`src/rtl/dmem_access_unit_if.sv`:
```
// Data-memory bus between the access unit (master) and memory (slave).
// Request fields are valid while req is high; rdata is valid with ack.
interface dmem_access_unit_if;
   logic        req;
   logic        we;
   logic [31:0] addr;
   logic [3:0]  wea;
   logic [31:0] wdata;
   logic        ack;
   logic [31:0] rdata;

   modport master (
      output req, we, addr, wea, wdata,
      input  ack, rdata
   );

   modport slave (
      input  req, we, addr, wea, wdata,
      output ack, rdata
   );
endinterface

```
`src/rtl/dmem_access_unit.sv`:
```
// Load/store bus master for the MEM stage: issues one bus transfer per
// access, stalls the pipeline until ack, and reports misalign/timeout faults.
module dmem_access_unit #(
   parameter int unsigned TIMEOUT_CYCLES = 64,
   parameter int unsigned CNT_W          = 7,
   parameter logic [1:0]  DM_BYTE        = 2'b00,
   parameter logic [1:0]  DM_HALFWORD    = 2'b01,
   parameter logic [1:0]  DM_WORD        = 2'b10
) (
   input  logic        clk,
   input  logic        rstn,
   input  logic        acc_valid,
   input  logic        acc_we,
   input  logic [1:0]  acc_width,
   input  logic [31:0] acc_addr,
   input  logic [31:0] acc_wdata,
   input  logic        flush,
   dmem_access_unit_if.master bus,
   output logic [31:0] Data_in,
   output logic        mem_stall,
   output logic        acc_err,
   output logic [1:0]  err_cause
);

   typedef enum logic [1:0] {
      IDLE,
      REQ,
      DONE
   } state_t;

   localparam logic [CNT_W-1:0] CNT_LAST = CNT_W'(TIMEOUT_CYCLES - 1);

   state_t           state;
   state_t           state_n;
   logic [CNT_W-1:0] cnt;
   logic             squash;
   logic             is_byte;
   logic             is_half;
   logic             misal;
   logic [3:0]       mask;
   logic [3:0]       wea_c;
   logic [31:0]      wdata_c;
   logic             start;
   logic             timeout;
   logic             finish;
   logic             squash_c;

   // Any width code other than byte/halfword is handled as a word.
   assign is_byte = (acc_width == DM_BYTE);
   assign is_half = (acc_width == DM_HALFWORD);
   assign misal   = (is_half & acc_addr[0]) |
                    (~is_byte & ~is_half & (acc_addr[1:0] != 2'b00));

   always_comb begin
      mask = 4'b1111;
      unique case (1'b1)
         is_byte: mask = 4'b0001 << acc_addr[1:0];
         is_half: mask = 4'b0011 << acc_addr[1:0];
         default: mask = 4'b1111;
      endcase
   end

   assign wea_c    = acc_we ? mask : 4'b0000;
   assign wdata_c  = acc_wdata << {acc_addr[1:0], 3'b000};
   assign start    = acc_valid & ~flush;
   assign timeout  = (cnt == CNT_LAST);
   assign finish   = bus.ack | timeout;
   assign squash_c = squash | flush;
   assign acc_err  = (state == DONE) & (err_cause != 2'b00);

   always_ff @(posedge clk) begin
      if (!rstn) state <= IDLE;
      else       state <= state_n;
   end

   always_comb begin
      state_n   = state;
      mem_stall = 1'b0;
      unique case (state)
         IDLE: begin
            mem_stall = start;
            if (start) state_n = misal ? DONE : REQ;
         end
         REQ: begin
            mem_stall = 1'b1;
            if (finish) state_n = squash_c ? IDLE : DONE;
         end
         DONE: begin
            state_n = IDLE;
         end
         default: state_n = IDLE;
      endcase
   end

   always_ff @(posedge clk) begin
      if (!rstn) begin
         bus.req   <= 1'b0;
         bus.we    <= 1'b0;
         bus.addr  <= 32'h0;
         bus.wea   <= 4'b0000;
         bus.wdata <= 32'h0;
         Data_in   <= 32'h0;
         cnt       <= '0;
         squash    <= 1'b0;
         err_cause <= 2'b00;
      end else begin
         unique case (state)
            IDLE: begin
               if (start && misal) begin
                  err_cause <= 2'b01;
               end else if (start) begin
                  bus.req   <= 1'b1;
                  bus.we    <= acc_we;
                  bus.addr  <= {acc_addr[31:2], 2'b00};
                  bus.wea   <= wea_c;
                  bus.wdata <= wdata_c;
                  cnt       <= '0;
                  squash    <= 1'b0;
                  err_cause <= 2'b00;
               end
            end
            REQ: begin
               cnt <= cnt + 1'b1;
               if (flush) squash <= 1'b1;
               if (finish) begin
                  bus.req <= 1'b0;
                  bus.we  <= 1'b0;
                  bus.wea <= 4'b0000;
               end
               // A squashed transfer still runs to completion but leaves
               // no architectural trace.
               if (finish && !squash_c) begin
                  if (bus.ack) begin
                     if (!bus.we) Data_in <= bus.rdata;
                  end else begin
                     Data_in   <= 32'h0;
                     err_cause <= 2'b10;
                  end
               end
            end
            DONE: begin
               err_cause <= 2'b00;
            end
            default: ;
         endcase
      end
   end

endmodule
```
`src/flat_wrapper.sv`:
```
// flat-port wrapper written by rule: the top's interface ports become plain ports
module dmem_access_unit_flat 
#(
   parameter int unsigned TIMEOUT_CYCLES = 64,
   parameter int unsigned CNT_W          = 7,
   parameter logic [1:0]  DM_BYTE        = 2'b00,
   parameter logic [1:0]  DM_HALFWORD    = 2'b01,
   parameter logic [1:0]  DM_WORD        = 2'b10
)
  (clk, rstn, acc_valid, acc_we, acc_width, acc_addr, acc_wdata, flush, Data_in, mem_stall, acc_err, err_cause, bus_req, bus_we, bus_addr, bus_wea, bus_wdata, bus_ack, bus_rdata);
  dmem_access_unit_if bus_i ();
  input  logic clk;
  input  logic rstn;
  input  logic acc_valid;
  input  logic acc_we;
  input  logic [1:0] acc_width;
  input  logic [31:0] acc_addr;
  input  logic [31:0] acc_wdata;
  input  logic flush;
  output logic [31:0] Data_in;
  output logic mem_stall;
  output logic acc_err;
  output logic [1:0] err_cause;
  output wire logic [$bits(bus_i.req)-1:0] bus_req;
  output wire logic [$bits(bus_i.we)-1:0] bus_we;
  output wire logic [$bits(bus_i.addr)-1:0] bus_addr;
  output wire logic [$bits(bus_i.wea)-1:0] bus_wea;
  output wire logic [$bits(bus_i.wdata)-1:0] bus_wdata;
  input wire logic [$bits(bus_i.ack)-1:0] bus_ack;
  input wire logic [$bits(bus_i.rdata)-1:0] bus_rdata;
  assign bus_req = bus_i.req;
  assign bus_we = bus_i.we;
  assign bus_addr = bus_i.addr;
  assign bus_wea = bus_i.wea;
  assign bus_wdata = bus_i.wdata;
  assign bus_i.ack = bus_ack;
  assign bus_i.rdata = bus_rdata;
  dmem_access_unit #(.TIMEOUT_CYCLES(TIMEOUT_CYCLES), .CNT_W(CNT_W), .DM_BYTE(DM_BYTE), .DM_HALFWORD(DM_HALFWORD), .DM_WORD(DM_WORD)) u_core (.clk(clk), .rstn(rstn), .acc_valid(acc_valid), .acc_we(acc_we), .acc_width(acc_width), .acc_addr(acc_addr), .acc_wdata(acc_wdata), .flush(flush), .bus(bus_i), .Data_in(Data_in), .mem_stall(mem_stall), .acc_err(acc_err), .err_cause(err_cause));
endmodule
```
`config.mk`:
```
export PLATFORM = sky130hd
export DESIGN_NAME = dmem_access_unit_flat
export DESIGN_NICKNAME = d
export VERILOG_FILES = /design/src/rtl/dmem_access_unit_if.sv /design/src/rtl/dmem_access_unit.sv /design/src/flat_wrapper.sv
export SDC_FILE = /design/constraint.sdc
export NUM_CORES = 1
export LEC_CHECK = 0
export BUFFER_PORTS_ARGS = -buffer_cell sky130_fd_sc_hd__buf_2
export CAP_MARGIN = 20
export CORE_MARGIN = 2
export CORE_UTILIZATION = 41
export DETAILED_ROUTE_END_ITERATION = 7
export PLACE_DENSITY = 0.78
export SLEW_MARGIN = 5
export SYNTH_ARGS = -nofsm -noshare
export SYNTH_HDL_FRONTEND = slang
export SYNTH_SLANG_ARGS = --single-unit
export TNS_END_PERCENT = 30
```
`constraint.sdc`:
```
create_clock -name clk -period 2.8 [get_ports clk]
set_input_delay 0.14 -clock clk [delete_from_list [all_inputs] [get_ports clk]]
set_output_delay 0.14 -clock clk [all_outputs]
set_load 0.005 [all_outputs]
```
==> results of run 1 <==
==> cells by family (layout without fill, tap and decap cells) <==
kind of cell | Yosys count | count (layout)
muxes | 24 | 24
buffers and inverters | 44 | 302
adders and majority gates | 5 | 5
DFF | 112 | 112
and+or+nand+nor | 185 | 185
AOI/OAI and AO/OA | 142 | 142
other | 1 | 2
==> stage by stage <==
stage / util (%) / total power [mW] / cell area, sq um
2_1_floorplan: - / 1.92 / 4560
3_3_place_gp: 52.4 / 2.10 / 5680
3_5_place_dp: 52.4 / 2.11 / 5680
4_1_cts: 60.0 / 3.13 / 6500
5_1_grt: 60.1 / 3.26 / 6510
6_report: 60.1 / 3.11 / 6510
==> report_power, final <==
| part | leakage [nW] | switching (mW) | total, mW | internal (mW) |
|---|---|---|---|---|
| Combinational | 1.99 | 0.249 | 0.480 | 0.231 |
| Clock | 0.101 | 0.609 | 0.961 | 0.352 |
| Sequential | 0.906 | 0.0270 | 1.67 | 1.64 |
| Total | 3.00 | 0.885 | 3.11 | 2.22 |
==> path summary, 6_finish.rpt <==
check	startpoint	to	slack, ns	cells past startpoint
max	u_core.state[0]	u_core.bus.wdata[11]	0.65	6
min	acc_wdata[1]	u_core.bus.wdata[1]	0.02	3
max reg2reg	u_core.state[0]	u_core.bus.wdata[11]	0.65	6
min reg2reg	u_core.bus.wdata[9]	u_core.bus.wdata[9]	0.46	2
==> cells in the final DEF (no fill, tap or decap), drive strengths merged, types with 3 or more instances in the layout <==
master,n
and2,3
ha,5
nor3,11
a211oi,9
clkinv,4
nand2,104
nand4,3
o22ai,7
o31ai,3
a22o,32
clkbuf,9
o21ai,5
a31oi,3
nor2b,4
nor2,36
dfxtp,112
or2,3
nand3,4
a21oi,56
mux2,8
a22oi,8
mux2i,16
buf,217
o211ai,8
or3,8
o21a,3
dlygate4sd3,63
inv,9
==> worst register-to-register path: stages (launching register included) <==
cell     delay, ns
dfxtp_1       0.34
inv_1         0.11
ha_1          0.27
and3b_1       0.25
nand3_2       0.43
or3_1         0.53
a21oi_1       0.17
==> timing repair <==
| action | in CTS | in global routing |
|---|---|---|
| hold buffers | 62 | 1 |
| endpoints found under the setup margin | 0 | 0 |
| endpoints found under the hold margin | 62 | 1 |
==> state kept, by name (all words and copies together) (netlist names) <==
name	count
u_core.bus.wea	4
u_core.bus.addr	30
u_core.bus.we	1
u_core.bus.req	1
u_core.squash	1
u_core.cnt	7
u_core.Data_in	32
u_core.err_cause	2
u_core.bus.wdata	32
u_core.state	2
==> layout make-up <==
| class | instances | area, sq um |
|---|---|---|
| repair buffers | 280 | 1740 |
| clock inverters | 7 | 73.8 |
| fillers | 920 | 4330 |
| multi-input cells | 358 | 2130 |
| flip-flops and latches | 112 | 2240 |
| well taps | 140 | 175 |
| inverters | 6 | 22.5 |
| clock buffers | 9 | 124 |
==> Yosys cell counts, drive strengths merged, types with 4 or more instances <==
cell type	instances	area share (%)
dfxtp	112	49
nand2	104	8.6
a21oi	56	6.2
nor2	36	3.0
a22o	32	6.2
buf	24	2.8
mux2i	16	3.5
clkbuf	14	1.2
nor3	11	1.3
a211oi	9	1.5
a22oi	8	1.3
mux2	8	2.0
o211ai	8	1.3
or3	8	1.1
o22ai	7	0.96
inv	6	0.49
ha	5	1.4
o21ai	5	0.63
nand3	4	0.55
nor2b	4	0.55
==> per-layer routing <==
metal | vias to the layer above | wire length (um) | global-route usage, %
li1 | 2314 | - | -
met4 | 0 | 200 | 5.61
met2 | 215 | 7030 | 41.5
met3 | 21 | 1370 | 8.71
met1 | 2188 | 5690 | 25.5
met5 | - | 0 | 0
==> summary.md, run 1 <==
| Metric | Value |
|---|---|
| Status | `finished, final reports clean` |
| RSZ-0062 raised after global routing | `false` |
| Max FO, Critical Path | `30` |
| Cells after synthesis | `513` |
| Mapped Area | `approximately 0.0046 sq mm` |
| Die footprint | `between 0.01 and 0.015 sq mm` |
| CTS clk-pin slew, worst paths | `0.11 ns` |
| CP Capture Type | `register` |
| Max_cap viols | `0` |
| Gr ovfl total | `0` |
| Adder-Cell Fraction of Synth Area | `1.37%` |
| Register bit total from synthesis | `approximately 110` |
| Die height | `109 um` |
| CP Class | `reg -> reg` |
| Compound-Gate Fraction of Synth Area | `21.3%` |
| Worst setup slack after placement | `0.654 ns` |
| Worst VDD drop | `slightly below 0.5 mV` |
| DR vias/cell | `5.20` |
| DP HPWL | `9390 um` |
| LEAKAGE | `3.00 nW` |
| Tcrit/Tclk final | `about three quarters` |
| Synth-to-layout area growth | `43.0%` |
| Post-CTS Setup Repair Bufs | `0` |
| Post-synthesis mux area share | `5.49%` |
| Global-route wire length before repair | `21700 um` |
| Post-synthesis sequential area ratio | `about half` |
| Die width | `109 um` |
| Fraction of layout cells with a size suffix above 1 | `33.0%` |
| Rel. slew slack | `a little over half` |
| Pins Over Slew Limit | `0` |
| Root buf cell | `clkbuf_8` |
| Worst path slowest cell | `or3_1` |
| Tot GR Track Use | `a little under a quarter` |
| Drt total wl | `14300 um` |
| Initial antenna violation count | `0` |
| Req. time, crit path | `3.12 ns` |
| Worst-Skew Late Latency | `0.39 ns` |
| Vias in the first global route | `4521` |
| Setup TNS | `0 ns` |
| Leading register cell type out of synthesis | `dfxtp_1` |
| Async SR Flop Fraction | `0%` |
| PD cells | `477 mW/mm^2` |
| Routed wire per std cell | `about 16 um` |
| Setup slack after layout | `0.646 ns` |
| Tightest Hold Check Type | `in -> reg` |
| Startpoint Class | `register` |
| Worst endpoint data arrival time | `2.48 ns` |
| Crit-path leading delay family | `simple AND/OR/NAND/NOR gates` |
| Port bufs | `207` |
| Boundary Pins | `210` |
| Yosys cell types | `49` |
| Resized cells post-CTS | `0` |
| Clock sinks | `about 110` |
| Fin crit period | `2.15 ns` |
| Initial core utilization | `42.0%` |
| Critical path's largest stage delay | `0.52 ns` |
| Inst Count DP | `approximately 830` |
| H-tree Lvls | `3` |
| Largest family of logic cells by synthesized area | `compound AO/OA/AOI/OAI gates` |
| Non-Filler Instances | `912` |
| N_diodes | `0` |
| Initial drt markers | `334` |
| Worst Tran Pin Value | `0.712 ns` |
| GPL Wtd Cong | `0.841` |
| DR pass1 iterations | `5` |
| Fin nets | `876` |
| Simple-gate portion of the synthesized area | `~18%` |
| Rows | `38` |
| Core ar. | `~0.011 sq mm` |
| CTS tree | `done` |
| Mean post-synth cell area | `8.88 sq um` |
| Clk buf depth | `2` |
| Pin count of the biggest net entering global routing | `48` |
| Number of synthesis warnings | `0` |
| Routed Antenna Nets | `0` |
| Setup Skew | `0.0116 ns` |
| Via count | `4738` |
| F_max | `464 MHz` |
| Worst-path cell chain | `inv_1 -> ha_1 -> and3b_1 -> nand3_2 -> or3_1 -> a21oi_1` |
| # setup viols final | `0` |
| Fin. Hold Viols | `0` |
| EDFF count, synth | `0` |
| Buf/Inv on CP | `1` |
| Xor and xnor fraction of the mapped netlist area | `0%` |
| Final hold slack | `0.0226 ns` |
| Cts bufs inserted | `9` |
| DRC | `0` |
Note: power is estimated with default switching activity, not from simulation.
==> run 2: changes to the inputs <==
--- a/config.mk
+++ b/config.mk
@@ -10,7 +10,7 @@
 export CORE_MARGIN = 2
 export CORE_UTILIZATION = 41
 export DETAILED_ROUTE_END_ITERATION = 7
-export PLACE_DENSITY = 0.78
+export PLACE_DENSITY = 0.8
 export SLEW_MARGIN = 5
 export SYNTH_ARGS = -nofsm -noshare
 export SYNTH_HDL_FRONTEND = slang
==> constraint.sdc (replaced) <==
create_clock -name clk -period 1.92 [get_ports clk]
set_input_delay 0.096 -clock clk [delete_from_list [all_inputs] [get_ports clk]]
set_output_delay 0.096 -clock clk [all_outputs]
set_load 0.005 [all_outputs]
==> run 2 against run 1 <==
Fmax is 18% higher. Critical path depth is 3 higher. First-iteration DRC count up 5.4%. Register-to-register slack worse by 0.54 ns. Die area unchanged. Cell area up 4.1%. Count of clock-buffer cells in the layout is 5 higher. Sequential power is 46% higher. Clock power rose by 69%. Worst hold slack gained 0.0021 ns. Utilization increased by 2.5 points. Sequential share of layout area down 1.4 points.
==> summary.md, run 2 (synthesis gave the netlist of run 1 again) <==
| Metric | Value |
|---|---|
| Drt total wl | `approximately 15000 um` |
| CP Capture Type | `register` |
| Sw Share | `24.9%` |
| CP Class | `reg -> reg` |
| Sw Pwr | `1.20 mW` |
| Final hold slack | `0.0248 ns` |
| Routed Antenna Nets | `0` |
| CTS tree | `done` |
| Most common cell after layout, fill and taps aside | `buf_2` |
| FF+latch area | `0.00224 sq mm` |
| Vias in the first global route | `4555` |
| Initial antenna violation count | `0` |
| Core ar. | `~0.011 sq mm` |
| Worst Tran Pin Value | `0.643 ns` |
| Final core utilization | `62.6%` |
| Clk network pwr share | `33.7%` |
| Filler cell count | `881` |
| Root buf cell | `clkbuf_8` |
| CTS clk-pin slew, worst paths | `0.10 ns` |
| Fraction of layout cells with a size suffix above 1 | `34.0%` |
| Worst-Skew Late Latency | `0.38 ns` |
| Seq pwr share | `50.4%` |
| Tightest Hold Check Type | `in -> reg` |
| Req. time, crit path | `about 2.2 ns` |
| PD cells | `711 mW/mm^2` |
| Boundary Pins | `210` |
| Multi-input gate area | `roughly 0.0021 sq mm` |
| Die footprint | `0.0120 sq mm` |
| Tot GR Track Use | `approximately a quarter` |
| Die height | `between 100 and 150 um` |
| Die width | `109 um` |
| N_diodes | `0` |
| Initial drt markers | `~350` |
| GPL Wtd Cong | `approximately 0.85` |
| Clock sinks | `112` |
| Initial core utilization | `approximately 42%` |
| Global-route wire length before repair | `about 22000 um` |
| DR pass1 iterations | `5` |
| Fin nets | `896` |
| Fin. Hold Viols | `0` |
| DP HPWL | `roughly 9800 um` |
| Pin count of the biggest net entering global routing | `45` |
| DRC | `0` |
| Max FO, Critical Path | `7` |
| Most frequent cells in the layout | `buf_2 (207), dfxtp_1 (112), nand2_1 (104)` |
| DR vias/cell | `approximately 5.2` |
| Rows | `38` |
| Combinational Power Share | `15.9%` |
| Gr ovfl total | `0` |
| Worst endpoint data arrival time | `approximately 2.1 ns` |
| LEAKAGE | `about 3.1 nW` |
| Port bufs | `207` |
| Pint | `3.62 mW` |
| Status | `finished, final reports clean` |
| # setup viols final | `0` |
| Routed wire per std cell | `16.2 um` |
| Via count | `about 4800` |
| Tcrit/Tclk final | `94.7%` |
| Fin crit period | `1.82 ns` |
| Design Power | `4.82 mW` |
| Setup Skew | `0.0115 ns` |
| Clk buf depth | `2` |
| Pins Over Slew Limit | `0` |
| Max_cap viols | `0` |
| Cts bufs inserted | `9` |
| F_max | `550 MHz` |
| Worst VDD drop | `0.620 mV` |
| H-tree Lvls | `3` |
| Startpoint Class | `register` |
| Largest regs | `u_core.Data_in x32, u_core.bus.wdata x32, u_core.bus.addr x30` |
| Rel. slew slack | `56.0%` |
| Synth-to-layout area growth | `48.9%` |
## run 2: changes by cell type in the layout (fill, tap and decap cells not counted), moves of 3 or more
| cell | change |
|---|---|
| buf_4 | +9 |
| clkinv_4 | -3 |
| clkbuf_8 | +3 |
| dlygate4sd3_1 | +6 |
## run 2: path summary, 6_finish.rpt
path                                           from                   to  slack (ns)  depth (start not counted)
worst max-delay path                u_core.state[0]       u_core.bus.req        0.10                          9
worst min-delay path                   acc_wdata[1]  u_core.bus.wdata[1]        0.02                          3
worst max register to register      u_core.state[0]       u_core.bus.req        0.10                          9
worst min register to register  u_core.bus.wdata[8]  u_core.bus.wdata[8]        0.46                          2
## run 2: area by class of cell
cell class	instances	area share, %
Inverter	6	0.332
Sequential cell	112	33.1
Timing Repair Buffer	300	28.9
Clock buffer	14	2.55
Tap cell	140	2.58
Clock inverter	2	0.886
Multi-Input combinational cell	358	31.7
## run 2: power by group through the flow
stage,registers [mW],logic [mW],clock network (mW)
2_1_floorplan,2.49,0.316,0
3_3_place_gp,2.48,0.607,0
3_5_place_dp,2.48,0.626,0
4_1_cts,2.43,0.736,1.67
5_1_grt,2.44,0.832,1.74
6_report,2.43,0.768,1.62
## run 2: timing repair
item / in CTS / in global routing
setup endpoints to repair: 8 / 58
pin swaps: 0 / 1
buffers inserted: 0 / 2
hold endpoints to repair: 69 / 0
hold buffers: 69 / 0
gates resized for setup: 1 / 3
gates cloned: 0 / 1
## run 2: per-layer routing
metal | vias up | global-route usage (%) | wire length, um | part of all wire, %
met1 | 2246 | 26.3 | 6110 | 41
met4 | 0 | 8.32 | 343 | 2.3
met3 | 28 | 7.35 | 1350 | 9.0
met5 | - | 0 | 0 | 0
met2 | 227 | 41.0 | 7260 | 48
li1 | 2347 | - | - | -
## run 2: worst max-delay path: stages, from the launching register on
cell and delay (ns):
dfxtp_1 0.34, inv_1 0.11, ha_2 0.23, nand3b_1 0.13, buf_4 0.17, nor3_4 0.14
buf_4 0.17, buf_6 0.14, nor2_1 0.05, a311oi_1 0.25
## run 2: per-stage QoR
step	TNS [ns]	instances	setup WS, ns	cell area (sq um)
after floorplan	0	514	0.276	4560
after global placement	-0.919	843	-0.0315	5780
after detailed placement	-0.0260	844	-0.0144	5800
after CTS	0	929	0.0236	6730
after global routing	-0.0183	932	-0.0178	6780
final	0	932	0.102	6780
